--- config.mk ---
export PLATFORM = sky130hd
export DESIGN_NAME = seq_pattern_gen
export DESIGN_NICKNAME = d
export VERILOG_FILES = /design/src/rtl/seq_pattern_gen.sv
export SDC_FILE = /design/constraint.sdc
export NUM_CORES = 1
export LEC_CHECK = 0
export CAP_MARGIN = 25
export CORE_MARGIN = 4
export CORE_UTILIZATION = 29
export DETAILED_ROUTE_END_ITERATION = 7
export SYNTH_ARGS = -nofsm -noshare
export SYNTH_HDL_FRONTEND = slang
export SYNTH_SLANG_ARGS = --single-unit
--- constraint.sdc ---
create_clock -name clk -period 3.3 [get_ports clk]
set_input_delay 0.825 -clock clk [delete_from_list [all_inputs] [get_ports clk]]
set_output_delay 0.825 -clock clk [all_outputs]
set_load 0.05 [all_outputs]
--- src/rtl/seq_pattern_gen.sv ---
// Serial pattern transmitter: captures a parallel pattern on start and shifts it out MSB-first.
// Optional parity bit after each repetition is enabled by SEQ_PATTERN_GEN_PARITY_EN.
//
// state | meaning
// IDLE  | waiting for start
// SHIFT | out carries a pattern bit
// PAR   | out carries the repetition's even-parity bit (parity build only)
// GAP   | idle cycles between repetitions, busy still high
// DONE  | one-cycle completion pulse
module seq_pattern_gen #(
  parameter int MAX_LEN = 8,
  parameter int LEN_W   = 4,
  parameter int CNT_W   = 4,
  parameter int GAP_W   = 3
) (
  input  logic               clk,
  input  logic               rstn,
  input  logic               start,
  input  logic [MAX_LEN-1:0] pattern,
  input  logic [LEN_W-1:0]   len,
  input  logic [CNT_W-1:0]   reps,
  input  logic [GAP_W-1:0]   gap,
  input  logic               abort,
  output logic               out,
  output logic               out_valid,
  output logic               out_parity,
  output logic               busy,
  output logic               done
);

  typedef enum logic [2:0] {
    S_IDLE  = 3'd0,
    S_SHIFT = 3'd1,
`ifdef SEQ_PATTERN_GEN_PARITY_EN
    S_PAR   = 3'd2,
`endif
    S_GAP   = 3'd3,
    S_DONE  = 3'd4
  } state_t;

  state_t             state_q, state_d;
  logic [MAX_LEN-1:0] pat_q, pat_d;
  logic [MAX_LEN-1:0] sh_q, sh_d;
  logic [LEN_W-1:0]   len_q, len_d;
  logic [LEN_W-1:0]   bits_q, bits_d;
  logic [CNT_W-1:0]   reps_q, reps_d;
  logic [GAP_W-1:0]   gap_q, gap_d;
  logic [GAP_W-1:0]   gcnt_q, gcnt_d;
  logic               out_d, valid_d, busy_d, done_d;
  logic [LEN_W-1:0]   len_c, src_len;
  logic [MAX_LEN-1:0] pat_al, src;
  logic               rep_end, load_rep;
`ifdef SEQ_PATTERN_GEN_PARITY_EN
  logic               par_q, par_d;
  logic               opar_q, opar_d;
`endif

  // Pattern is left-aligned at capture so the next bit is always the MSB of the shifter.
  assign len_c   = (len > LEN_W'(MAX_LEN)) ? LEN_W'(MAX_LEN) : len;
  assign pat_al  = pattern << (LEN_W'(MAX_LEN) - len_c);
  assign src     = (state_q == S_IDLE) ? pat_al : pat_q;
  assign src_len = (state_q == S_IDLE) ? len_c : len_q;

  always_comb begin
    state_d  = state_q;
    pat_d    = pat_q;
    sh_d     = sh_q;
    len_d    = len_q;
    bits_d   = bits_q;
    reps_d   = reps_q;
    gap_d    = gap_q;
    gcnt_d   = gcnt_q;
    out_d    = 1'b0;
    valid_d  = 1'b0;
    busy_d   = 1'b0;
    done_d   = 1'b0;
    rep_end  = 1'b0;
    load_rep = 1'b0;
`ifdef SEQ_PATTERN_GEN_PARITY_EN
    par_d    = par_q;
    opar_d   = 1'b0;
`endif

    case (state_q)
      S_IDLE: begin
        if (start && !abort) begin
          pat_d  = pat_al;
          len_d  = len_c;
          gap_d  = gap;
          reps_d = (reps == '0) ? CNT_W'(1) : reps;
          if (len_c == '0) begin
            state_d = S_DONE;
            done_d  = 1'b1;
          end else begin
            load_rep = 1'b1;
          end
        end
      end
      S_SHIFT: begin
        if (bits_q > LEN_W'(1)) begin
          bits_d  = bits_q - 1'b1;
          out_d   = sh_q[MAX_LEN-1];
          sh_d    = sh_q << 1;
          valid_d = 1'b1;
          busy_d  = 1'b1;
`ifdef SEQ_PATTERN_GEN_PARITY_EN
          par_d   = par_q ^ sh_q[MAX_LEN-1];
`endif
        end else begin
`ifdef SEQ_PATTERN_GEN_PARITY_EN
          state_d = S_PAR;
          out_d   = par_q;
          valid_d = 1'b1;
          opar_d  = 1'b1;
          busy_d  = 1'b1;
`else
          rep_end = 1'b1;
`endif
        end
      end
`ifdef SEQ_PATTERN_GEN_PARITY_EN
      S_PAR: rep_end = 1'b1;
`endif
      S_GAP: begin
        if (gcnt_q > GAP_W'(1)) begin
          gcnt_d = gcnt_q - 1'b1;
          busy_d = 1'b1;
        end else begin
          load_rep = 1'b1;
        end
      end
      S_DONE:  state_d = S_IDLE;
      default: state_d = S_IDLE;
    endcase

    if (rep_end) begin
      if (reps_q > CNT_W'(1)) begin
        reps_d = reps_q - 1'b1;
        if (gap_q != '0) begin
          state_d = S_GAP;
          gcnt_d  = gap_q;
          busy_d  = 1'b1;
        end else begin
          load_rep = 1'b1;
        end
      end else begin
        state_d = S_DONE;
        done_d  = 1'b1;
      end
    end

    if (load_rep) begin
      state_d = S_SHIFT;
      out_d   = src[MAX_LEN-1];
      sh_d    = src << 1;
      bits_d  = src_len;
      valid_d = 1'b1;
      busy_d  = 1'b1;
`ifdef SEQ_PATTERN_GEN_PARITY_EN
      par_d   = src[MAX_LEN-1];
`endif
    end

    // Abort drops straight to IDLE with quiet outputs and no done pulse.
    if (abort && (state_q != S_IDLE)) begin
      state_d = S_IDLE;
      out_d   = 1'b0;
      valid_d = 1'b0;
      busy_d  = 1'b0;
      done_d  = 1'b0;
`ifdef SEQ_PATTERN_GEN_PARITY_EN
      opar_d  = 1'b0;
`endif
    end
  end

  always_ff @(posedge clk or negedge rstn) begin
    if (!rstn) begin
      state_q   <= S_IDLE;
      pat_q     <= '0;
      sh_q      <= '0;
      len_q     <= '0;
      bits_q    <= '0;
      reps_q    <= '0;
      gap_q     <= '0;
      gcnt_q    <= '0;
      out       <= 1'b0;
      out_valid <= 1'b0;
      busy      <= 1'b0;
      done      <= 1'b0;
    end else begin
      state_q   <= state_d;
      pat_q     <= pat_d;
      sh_q      <= sh_d;
      len_q     <= len_d;
      bits_q    <= bits_d;
      reps_q    <= reps_d;
      gap_q     <= gap_d;
      gcnt_q    <= gcnt_d;
      out       <= out_d;
      out_valid <= valid_d;
      busy      <= busy_d;
      done      <= done_d;
    end
  end

`ifdef SEQ_PATTERN_GEN_PARITY_EN
  always_ff @(posedge clk or negedge rstn) begin
    if (!rstn) begin
      par_q  <= 1'b0;
      opar_q <= 1'b0;
    end else begin
      par_q  <= par_d;
      opar_q <= opar_d;
    end
  end
  assign out_parity = opar_q;
`else
  assign out_parity = 1'b0;
`endif

endmodule

# After elaboration in Yosys (flattened, before gate mapping)
# Index checks and enable logic that the tools add are counted.
# Widths: inputs -> output; s select.
[op_classes]
add_sub_neg = 4
magnitude_cmp = 4
eq_ne = 2
shift = 1
mux = 57
n_reduce_logical = 13
[op_table]
columns = ["operator", "n"]
rows = [
  ["$mux 4", 10],
  ["$mux 3", 12],
  ["$mux 8", 4],
  ["$mux 1", 28],
  ["$gt 4x1->1 const B", 2],
  ["$logic_not 4->1", 2],
  ["$shl 8x4->8", 1],
  ["$sub 4x1->4 const B", 2],
  ["$pmux 3 s2", 1],
  ["$reduce_bool 3->1", 2],
  ["$gt 4x4->1 const B", 1],
  ["$pmux 1 s2", 2],
  ["$reduce_and 2->1", 2],
  ["$reduce_bool 2->1", 2],
  ["$sub 4x4->4 const A", 1],
  ["$eq 3x1->1 const B", 1],
  ["$eq 3x2->1 const B", 1],
  ["$gt 3x1->1 const B", 1],
  ["$logic_not 3->1", 1],
  ["$sub 3x1->3 const B", 1],
  ["$logic_and 1x1->1", 2],
  ["$reduce_or 2->1", 1],
  ["$logic_not 1->1", 1],
]
[totals]
register_bits = 41
in_bits = 23
output_inout_bits = 5
word_cells = 93

# Depth between registers and ports, before layout
[logic_depth]
ltp_word = 11
depth_mapped = 10
ltp_nobuf = 8

# Worst setup path before layout
# Ideal clock, no wire load.
[synth_timing]
path_kind = "input -> register"
startpoint = "in len[0]"
endpoint = "reg sh_q[7]"
setup_time_ns = 0.118
t_arrival_ns = 2.957
t_required_ns = 3.182
path_slack_ns = 0.225
path_stages = 9
path_buffers = 2
cell_sequence = "nor2b_1 -> clkbuf_1 -> inv_1 -> ha_1 -> clkbuf_1 -> mux4_2 -> a22oi_1 -> a211oi_2 -> a21o_1"
[synth_between]
elab_chain_cells = 11
word_cells_on_any_way = 16
cone_classes = "1 x add/sub; 1 x order compare; 1 x shift; 9 x mux; 4 x reduce/logical"
[synth_rtl]
columns = ["item", "line", "source"]
rows = [
  ["from (decl)", "20", "input logic [LEN_W-1:0] len,"],
  ["$gt 4x4->1", "59", "assign len_c = (len > LEN_W'(MAX_LEN)) ? LEN_W'(MAX_LEN) : len;"],
  ["$mux 4 (*)", "59", ""],
  ["$logic_not 4->1", "91", "if (len_c == '0) begin"],
  ["$mux 1", "91", ""],
  ["$mux 1", "86", "if (start && !abort) begin"],
  ["$pmux 1 s2", "84", "case (state_q)"],
  ["$mux 1", "139", "if (gap_q != '0) begin"],
  ["$mux 1", "137", "if (reps_q > CNT_W'(1)) begin"],
  ["$mux 1", "136", "if (rep_end) begin"],
  ["$reduce_bool 2->1 (no source line)", "--", ""],
  ["$reduce_and 2->1 (no source line)", "--", ""],
  ["to (signal assigned)", "181", "sh_q <= '0;"],
  ["to (signal assigned)", "194", "sh_q <= sh_d;"],
  ["to (decl)", "43", "logic [MAX_LEN-1:0] sh_q, sh_d;"],
]
# Every way passes the cells marked *; elsewhere a longest branch is shown, timed or not.
# A chain may end at the register's enable or synchronous reset.

# Final worst setup path
# Same ends and word-level chain as after synthesis.

==> results by stage <==
Logic synthesis:
- Among all flip-flop cells after synthesis, the most frequent one is dfrtp_1.
- By count the netlist is led by nand2_1, dfrtp_1, nor2_1, o21ai_0, a21oi_1.
- The instance count of the mapped netlist is 263.
- The register bit count reported by yosys is 40.
- The number of distinct library cell variants in the gate-level netlist after synthesis is 56.
- In this run the cell area of the synthesized design comes to around 2400 um^2.
- Summed over all instances, the cell type with the most area after synthesis is dfrtp_1.
- The sequential element share of the synthesized area is a little over two fifths.
- Of the post-synthesis cell area, the dominant cell type holds between 40% and 50%.
- The mean cell area of the mapped netlist is between 9 and 10 um^2.
- Yosys instantiated no cell more often than nand2_1.
- Yosys attributes the largest share of cell area to dfrtp_1, nand2_1, o21ai_0.
- The number of nets in the synthesized netlist is 293.
- Counting flops with a built-in enable in the synthesized netlist gives 0.
- For this run, the number of Yosys warnings is 0.
- After synthesis, the share of flip-flops with an asynchronous set or reset is 100%.

Power and ir drop:
- Across the VDD grid, the largest voltage drop is between 200 and 250 uV.
- Summed over all cells, the static leakage comes to between 1 and 1.5 nW.
- Power spread over the standard cell area amounts to 794 nW/um^2.

Die:
- The effective utilization at floorplan is 30.2%.
- The floorplan step set the die width to around 98 um.
- The area enclosed by the die boundary is about 9700 um^2.
- The die is 98.5 um tall.
- The core region is between 7000 and 8000 um^2.
- In this run the count of I/O pins placed on the die edge is 28.
- The number of standard-cell rows in the floorplan is 32.

Clock tree:
- The clock latency at the later pin of the worst-skew pair is ~300 ps.
- The buffer depth of the longest clock path is 2.
- The clock sink count is 40.
- After clock tree synthesis, the repair step resized 0 gates.
- The H-tree level count is 2.
- After clock tree synthesis, the setup repair step added 0 buffers.
- TritonCTS built the clock tree.
- TritonCTS created 5 clock buffers.
- After clock tree synthesis, the clock-pin slew on the worst setup and hold paths is 90 ps.
- The clock tree root buffer cell is clkbuf_8.
- For this design, the CTS-stage hold fixing added 0 buffers.

GRT:
- The number of global-route vias before repair is 2,023.
- After global routing the overflow that remains totals 0.
- The global router's overall resource usage is between 10% and 20%.
- The largest net degree at the start of global routing is 41.
- The initial antenna violation count is 0.
- The first-pass GRT wire length is 9.68 mm.

Route:
- The via count of the routed design is between 2,000 and 2,500.
- In this run the remaining antenna-violating nets after routing total 0.
- The iteration count of the initial detailed-routing pass is 4.
- For this block, the routed nets add up to ~5.5 mm of wire.
- In the routed layout, each cell is associated on average with a via count of just over 5.
- After detailed routing, the average wire length per cell comes to 13.7 um.
- The total DRC errors in the routed layout is 0.
- The number of DRC violations after detailed-routing iteration 0 is 140.

Cells and area:
- Relative to the synthesized area, the layout overhead comes to 23.0%.
- The number of fillers in the final layout is slightly above 800.
- The final-stage net count is around 330.
- Summing all multi-input logic gate instances after layout gives between 1000 and 1500 um^2.
- Across the whole layout, storage elements account for between 1000 and 1500 um^2.
- The post-route netlist has between 10% and 20% of its cells at a drive strength greater than 1.
- The final core utilization is a little under two fifths.
- 0 antenna diodes ended up in the layout.

STA:
- The post-route setup TNS is 0 ps.
- The post-route fraction of the period consumed by the critical path is just under 90%.
- The maximum clock frequency is 350 MHz.
- The clock arrives with roughly 9.5 ps of skew.
- The final worst setup slack is around 450 ps.
- The slew at the pin with the worst max-slew slack is approximately 660 ps.
- The final period demand of the worst path is about 2900 ps.
- Setup repair after global routing left no endpoint under its margin.
- The count of endpoints failing hold in the final timing report is 0.
- The number of endpoints failing setup at the final stage is 0.
- The final number of max-transition violations is 0.
- The worst relative slew slack is a little under three fifths.

Placed design:
- The HPWL after detailed placement is 4.03 mm.
- At the end of routability-driven placement, the weighted congestion stood at approximately 0.82.
- Port buffering added 26 buffers.
- The post-place setup slack is around 130 ps.

Critical path:
- The sort of element at the end of the critical path is a flip-flop.
- Data on the critical path arrives at its endpoint at 3100 ps.
- The largest fanout on the critical path is 7.
- The largest single stage delay on the critical path is 490 ps.
- The worst setup path is of the input pin to flip-flop kind.
- At the worst endpoint, the required time is 3540 ps.
- Traced cell by cell, the critical path runs through clkdlybuf4s50_1 -> nor2b_1 -> inv_1 -> ha_1 -> or4bb_1 -> o21ai_0 -> a22oi_1 -> a211oi_2 -> a21o_1.
- STA classifies the critical path startpoint as an input pin.
- On the critical path, the stage with the largest delay is an instance of or4bb_1.

Min path:
- The kind of path behind the tightest hold check is input pin to asynchronous set/reset pin.

Outcome:
- The run finished with clean final reports.

Flow run:
- The total of max-cap violations is 0.
==> worst paths after layout <==
| check | slack (ps) | cells past startpoint | to | startpoint |
|---|---|---|---|---|
| max | 450 | 9 | sh_q[7] | len[0] |
| min | 460 | 2 | gcnt_q[1] | rstn |
| max reg2reg | 840 | 10 | bits_q[2] | reps_q[0] |
| min reg2reg | 470 | 2 | pat_q[3] | pat_q[3] |
| max in group asynchronous | 2610 | 2 | state_q[2] | rstn |
| min in group clk | 470 | 2 | pat_q[3] | pat_q[3] |
==> flip-flops by register name, indices dropped and copies added (netlist names) <==
| signal | cells |
|---|---|
| gcnt_q | 3 |
| sh_q | 7 |
| out | 1 |
| state_q | 3 |
| bits_q | 4 |
| reps_q | 4 |
| len_q | 4 |
| out_valid | 1 |
| pat_q | 8 |
| busy | 1 |
| done | 1 |
| gap_q | 3 |
==> cell type report <==
type,instances,share of cell area [%]
Multi-Input combinational cell,201,43.7
Clock buffer,5,2.36
Inverter,9,1.16
Sequential cell,40,34.3
Timing Repair Buffer,42,13.3
Clock inverter,3,0.814
Tap cell,102,4.37
==> layout by cell type, fill, tap and decap left out, drive strengths merged, types with 3 or more instances in the layout <==
master,count
nand2,53
dfrtp,40
clkdlybuf4s50,25
nor2,19
o21ai,19
buf,17
a21oi,14
inv,9
ha,7
mux2i,6
nor3,6
nand3,5
clkbuf,5
and3,4
o211ai,4
nor2b,4
and2,4
nand2b,3
nand3b,3
a32oi,3
a21o,3
a211oi,3
==> routing by layer <==
layer	GRT usage, %	share of wire [%]	vias to the layer above
li1	-	-	1008
met1	16.7	48	955
met2	19.2	45	54
met3	2.26	5.4	7
met4	3.99	1.5	0
met5	0	0	-
==> worst max-delay path: cells and delay by family <==
kind,cells,cell delay [ps]
compound gates,4,690
fa+ha+maj,1,390
buf+inv,2,530
simple gates,2,650
==> through the flow <==
step / cells / power [mW] / hold slack (ps) / instance area, um^2
after global routing: 402 / 2.52 / 496 / 2920
after CTS: 401 / 2.33 / 475 / 2900
final: 402 / 2.32 / 463 / 2920
after detailed placement: 393 / 1.98 / 455 / 2810
after floorplan: 263 / 1.65 / 437 / 2370
after global placement: 393 / 1.96 / 453 / 2810
==> where the power goes <==
| group | internal (mW) | switching, mW |
|---|---|---|
| logic | 0.471 | 0.644 |
| clock network | 0.150 | 0.194 |
| registers | 0.714 | 0.144 |
==> cell families (layout without fill, tap and decap cells) <==
group	Yosys count	in the layout	synth area share [%]
xor gates and xnor gates	3	3	1.11
and+or+nand+nor	114	114	23.3
AOI/OAI and AO/OA	66	66	20.1
adders and majority gates	7	7	3.69
buffers and inverters	22	59	4.06
DFF	40	40	42.2
other	1	1	0.158
muxes	10	10	5.38
No activity file was read; power rests on OpenSTA's default activity.
